===== config.mk =====
export PLATFORM = sky130hd
export DESIGN_NAME = hazard_control_unit
export DESIGN_NICKNAME = d
export VERILOG_FILES = /design/src/rtl/hazard_control_unit.sv
export SDC_FILE = /design/constraint.sdc
export NUM_CORES = 1
export LEC_CHECK = 0
export BUFFER_PORTS_ARGS = -buffer_cell sky130_fd_sc_hd__buf_2
export CAP_MARGIN = 40
export CORE_UTILIZATION = 45
export DETAILED_ROUTE_END_ITERATION = 6
export MAX_ROUTING_LAYER = met4
export PLACE_DENSITY_LB_ADDON = 0.3
export SYNTH_ARGS = -nofsm -noshare
export SYNTH_HDL_FRONTEND = slang
export SYNTH_SLANG_ARGS = --single-unit

===== constraint.sdc =====
create_clock -name clk -period 9.4 [get_ports clk]
set_clock_uncertainty 0.2 [all_clocks]
set_input_delay 2.82 -clock clk [delete_from_list [all_inputs] [get_ports clk]]
set_output_delay 2.82 -clock clk [all_outputs]
set_load 0.01 [all_outputs]

===== src/rtl/hazard_control_unit.sv =====
// hazard_control_unit: pipeline hazard detection (load-use, mult/div occupancy) with stall/flush control
//   clk            : single clock, all state updates on the rising edge
//   rst            : synchronous active-low reset
//   id_rs, id_rt   : source registers of the instruction in ID
//   id_usesRs/Rt   : ID instruction actually reads rs / rt
//   id_isMulDiv    : ID instruction is mult/multu/div/divu
//   id_readsHiLo   : ID instruction is mfhi/mflo
//   ex_memRead     : EX instruction is a load
//   ex_regToWrite  : destination register of the EX instruction
//   ex_branchTaken : branch/jump resolved taken in EX this cycle
//   pc_en, ifid_en : PC and IF/ID write enables
//   ifid_flush, idex_flush : bubble insertion into IF/ID, ID/EX
//   md_busy        : mult/div unit occupied
//   stall_count    : saturating count of stall cycles since reset
module hazard_control_unit #(
    parameter int REG_ADDR_WIDTH = 5,
    parameter int MULDIV_LATENCY = 32,
    parameter int PERF_WIDTH     = 16
) (
    input  logic                      clk,
    input  logic                      rst,
    input  logic [REG_ADDR_WIDTH-1:0] id_rs,
    input  logic [REG_ADDR_WIDTH-1:0] id_rt,
    input  logic                      id_usesRs,
    input  logic                      id_usesRt,
    input  logic                      id_isMulDiv,
    input  logic                      id_readsHiLo,
    input  logic                      ex_memRead,
    input  logic [REG_ADDR_WIDTH-1:0] ex_regToWrite,
    input  logic                      ex_branchTaken,
    output logic                      pc_en,
    output logic                      ifid_en,
    output logic                      ifid_flush,
    output logic                      idex_flush,
    output logic                      md_busy,
    output logic [PERF_WIDTH-1:0]     stall_count
);
    localparam logic [0:0] RUN     = 1'b0;
    localparam logic [0:0] MD_WAIT = 1'b1;
    localparam logic [7:0] MD_LOAD = 8'(MULDIV_LATENCY - 1);

    logic [0:0]            state_q, state_d;
    logic [7:0]            md_cnt_q, md_cnt_d;
    logic [PERF_WIDTH-1:0] stall_count_q, stall_count_d;
    logic                  load_use, md_hazard, stall, issue;

    always_comb begin
        // busy is masked during reset so a held-low rst never reports an old operation
        md_busy   = rst && (state_q == MD_WAIT);
        load_use  = ex_memRead && (ex_regToWrite != '0) &&
                    ((id_usesRs && (id_rs == ex_regToWrite)) ||
                     (id_usesRt && (id_rt == ex_regToWrite)));
        md_hazard = md_busy && (id_isMulDiv || id_readsHiLo);
        // a taken branch discards the ID instruction, so there is nothing to stall
        stall     = rst && (load_use || md_hazard) && !ex_branchTaken;
        issue     = rst && id_isMulDiv && !stall && !ex_branchTaken;
        pc_en      = rst && !stall;
        ifid_en    = rst && !stall;
        ifid_flush = !rst || ex_branchTaken;
        idex_flush = !rst || ex_branchTaken || stall;
        stall_count = stall_count_q;
    end

    always_comb begin
        state_d       = state_q;
        md_cnt_d      = md_cnt_q;
        stall_count_d = (stall && !(&stall_count_q)) ? stall_count_q + PERF_WIDTH'(1) : stall_count_q;
        if (state_q == RUN) begin
            if (issue) begin
                state_d  = MD_WAIT;
                md_cnt_d = MD_LOAD;
            end
        end else if (md_cnt_q != 8'd0) begin
            md_cnt_d = md_cnt_q - 8'd1;
        end else begin
            state_d = RUN;
        end
    end

    always_ff @(posedge clk) begin
        if (!rst) begin
            state_q       <= RUN;
            md_cnt_q      <= 8'd0;
            stall_count_q <= '0;
        end else begin
            state_q       <= state_d;
            md_cnt_q      <= md_cnt_d;
            stall_count_q <= stall_count_d;
        end
    end
endmodule


==> Word level (Yosys, flattened, before mapping) <==
Cells that the tools add are included.
{ "totals": {"ff_bits": 25, "inputBits": 23, "output_inout_bits": 21, "elab_cells": 41} }
{ "classes": {"add_sub_neg": 2, "n_eq_ne": 3, "muxes": 6, "reduce_logical": 27} }
{ "op_table": {"columns": ["operator", "n"], "rows": [
  ["8-bit two-way mux", 3],
  ["16-bit by 1-bit adder with 16-bit output (second input constant)", 1],
  ["16-bit AND reduction", 1],
  ["1-bit logical AND", 13],
  ["5-bit equality test", 2],
  ["8-bit nonzero test", 1],
  ["8-bit by 1-bit subtractor with 8-bit output (second input constant)", 1],
  ["1-bit logical OR", 5],
  ["5-bit nonzero test", 1],
  ["1-bit zero test", 4],
  ["1-bit two-way mux", 3],
  ["2-bit by 1-bit != test with 1-bit output (second input constant)", 1],
  ["2-bit AND reduction", 1],
  ["2-bit nonzero test", 1]
]} }

==> Depth between registers and ports, before layout <==
{ "depth": {"word_depth": 12, "depth_mapped": 10, "mapped_depth_nobuf": 8} }

==> Least setup slack after synthesis <==
No wires, ideal clock.
{ "synth_timing": {"kind": "input-to-output", "start": "input ex_regToWrite[1]", "end": "output pc_en", "t_arrival_ns": 4.245, "required_time_ns": 6.380, "path_slack_ns": 2.135, "stages": 6, "path_buffers": 1, "path_cell_list": "or4_1 o21a_1 a21boi_0 nor2_1 nor2_1 buf_4"} }
{ "synth_between": {"elab_chain_len": 9, "word_cells_on_any_way": 13, "classes_between": "eq/ne: 2; reduce/logical: 11"} }
{ "synth_rtl": {"columns": ["item", "line_no", "text"], "rows": [
  ["from (decl)", "29", "input logic [REG_ADDR_WIDTH-1:0] ex_regToWrite,"],
  ["5-bit equality test (on tied branches)", "51, 52", null],
  ["1-bit logical AND (on tied branches)", "51, 52", null],
  ["1-bit logical OR", "51", "((id_usesRs && (id_rs == ex_regToWrite)) ||"],
  ["1-bit logical AND *", "50", "load_use = ex_memRead && (ex_regToWrite != '0) &&"],
  ["1-bit logical OR *", "55", "stall = rst && (load_use || md_hazard) && !ex_branchTaken;"],
  ["1-bit logical AND * (2 in a row)", "55", null],
  ["1-bit zero test *", null, null],
  ["1-bit logical AND *", null, null],
  ["to (decl)", "31", "output logic pc_en,"]
]} }
Every way passes the cells marked *; elsewhere a longest branch is shown, timed or not.

==> Worst setup path in the final report <==
{ "layout_timing": {"start": "input ex_regToWrite[1]", "end": "output pc_en"} }
{ "layout_between": {"elab_chain_len": 9, "word_cells_on_any_way": 13, "classes_between": "eq/ne: 2; reduce/logical: 11"} }
{ "layout_rtl": {"columns": ["item", "line_no", "text"], "rows": [
  ["5-bit equality test (on tied branches)", "51, 52", null],
  ["1-bit logical AND (on tied branches)", "51, 52", null],
  ["1-bit logical OR", "51", null],
  ["1-bit logical AND *", "50", null],
  ["1-bit logical OR *", "55", null],
  ["1-bit logical AND * (2 in a row)", "55", null],
  ["1-bit zero test *", "57", "pc_en = rst && !stall;"],
  ["1-bit logical AND *", "57", null]
]} }
Marks and branches as above.

==> metrics <==
status=finished, final reports clean; vias in the first global route=~1.2k; CTS resizes=0; Yosys cell types=between 40 and 50; # DRC=0; DPL Wire Length=2445 µm; CP Capture Type=primary output; Routed wire per std cell=roughly 13 µm; initial DRC count=36; Seq/Total Area, Yosys=34.69%; final core occ=~55%; vias per cell=5.504; Final Hold Fails=0; Worst Path Required=6.38 ns; buffer and inverter count on the worst path=2; Slew Limit Fails=0; Slowest cell on crit path=or4_1; Post-CTS Setup Bufs=0; FF+latch area=500.5 µm²; Fill cells=307; Post-synth EDFFs=0; DRT antenna net count=0; Yosys Warn Count=0; multi-input logic area=about 870 µm²; Max Used Layer=met4; slowest cell delay on critical path=0.54 ns; Static Leak=0.6576 nW; Area after DPL=around 1700 µm²; RSZ-0062 raised after global routing=no; count of input and output buffers=43; cell row count=20; Tot GR Track Use=21.25%; fin nets=238; CTS Hold Bufs=0; Synth Area per Inst=8.339 µm²; gate count after technology mapping=roughly 170; cells along the critical path=buf_2, or4_1, o21a_1, a21boi_0, nor2_1, nor2_1, buf_2; fin area=1690 µm²; DR vias=around 1.4k; setup_tns=0 ns; maximum VDD drop=0.00005330 V; initial core utilization=47.25%; syn_nets=198; Tcrit/Tclk final=78.57%; core area=~3100 µm²; layout cell share with drive strength beyond 1=25.47%; CP startpoint kind=primary input; initial antenna violation count=0; TritonCTS Sinks=25; slack of the critical path=2.014 ns; htree depth=1; Skew-Pair Late Insertion Delay=between 0.3 and 0.4 ns; critical path fanouts, max=4; # Max-Cap Violations=0; die area=~3400 µm²; Primary FF master, synth=dfxtp_1; Worst Setup Slack post-DPL=2.027 ns; clk slew on worst S/H paths=approximately 0.14 ns; Worst Hold Class=register to register; CTS Buf Count=3; Root Buffer=clkbuf_4; met1 wire length=1593 µm; CTS Buffer Depth=2; Post-synth ARST share=0%; pin count of the biggest net entering global routing=25; dominant delay contributor by cell family on the critical path=simple AND/OR/NAND/NOR gates; post-synthesis register bit count=25; DR pass1 iterations=4; met3 routed WL=195 µm; Worst Tran Pin Value=0.7059 ns; WS Path Type=primary input to primary output; met2 wire length=1480 µm; pwr dens=between 100 and 150 nW/µm²; f_max=roughly 140 MHz; WL final=3291 µm; # IOs=44; Die Y=between 50 and 60 µm; first-pass GRT wire length=around 5500 µm; GR Overflow Total=0; Critical Path AT=about 4.4 ns; diode count=0; CTS tree=yes; Period minus WS final=7.386 ns; Layout area overhead=17.17%; mapped cell area=1443 µm²; gp weighted congestion=between 0.7 and 0.8; relative slew slack=around 53%; Die X=58.62 µm; setup violators final=0
layer usage:
layer,GRT usage (%),up-vias
met5,-,-
met4,7.143,0
met3,2.418,4
met2,35.96,48
met1,26.40,627
li1,-,730
path summary, 6_finish.rpt:
path / end / slack, ns / cells after the start / from
worst max-delay path: pc_en / 2.01 / 7 / ex_regToWrite[1]
worst min-delay path: stall_count[15] / 0.30 / 2 / stall_count[15]
worst max register to register: stall_count[11] / 6.59 / 6 / state_q
worst min register to register: stall_count[15] / 0.30 / 2 / stall_count[15]
registers in the layout, summed over array words and instances (netlist names):
name	cells
stall_count	16
md_cnt_q	8
state_q	1
cells in the final DEF, fill, tap and decap left out, drive strengths merged, types with 2 or more instances in the layout:
master and count:
inv 7, o211ai 4, nor2 9, a31oi 2
clkbuf 3, or4 7, buf 43, xnor2 10
a21oi 10, nand4 4, ha 2, o31ai 8
and2 2, nand2 18, nor4 2, or3 7
o21ai 6, o221ai 2, mux2i 4, nand2b 2
dfxtp 25, nand3 11, o2111a 2, o21a 3
nor3 3
cell families after synthesis:
logic type | Yosys count | synth area share, %
compound gates | 46 | 22.38
flops | 25 | 34.69
xor+xnor | 11 | 6.678
simple gates | 70 | 26.45
fa+ha+maj | 2 | 1.734
buf+inv | 15 | 5.290
mux | 4 | 2.775
report_power, final:
group          switching [mW]  total, mW  internal (mW)  leakage (nW)
Combinational          0.0169     0.0334         0.0165         0.438
Clock                  0.0324     0.0483         0.0159        0.0177
Sequential            0.00345      0.112          0.108         0.202
cell type report:
class,instances,share of cell area (%)
inverters,7,1.554
flip-flops and latches,25,29.61
well taps,44,3.257
clock buffers,3,1.332
clock inverters,1,0.2961
repair buffers,43,12.73
multi-input cells,133,51.22
worst min-delay path, cell delays in order (launching register included):
cell and delay (ns):
dfxtp_1 0.36, nand2_1 0.06, mux2i_1 0.05
per-stage QoR:
step           instances  hold slack, ns  total power [mW]
2_1_floorplan        173          0.2494            0.1374
3_3_place_gp         252          0.2665            0.1465
3_5_place_dp         252          0.2783            0.1476
4_1_cts              256          0.2974            0.1962
5_1_grt              256          0.3268            0.2050
6_report             256          0.3022            0.1936
cell usage after synthesis, types with 3 or more instances:
cell / instances / share of area (%)
a21oi_1: 10 / 3.5
buf_4: 3 / 1.6
clkbuf_1: 3 / 0.78
dfxtp_1: 25 / 35
inv_1: 6 / 1.6
mux2i_1: 4 / 2.8
nand2_1: 18 / 4.7
nand3_1: 11 / 3.8
nand4_1: 4 / 1.7
nor2_1: 9 / 2.3
nor3_1: 3 / 1.0
o211ai_1: 4 / 2.1
o21a_1: 3 / 1.6
o21ai_0: 6 / 2.1
o31ai_1: 8 / 4.2
or3_1: 4 / 1.7
or4_1: 7 / 3.6
xnor2_1: 10 / 6.1
Power figures use the tool's default switching activity.
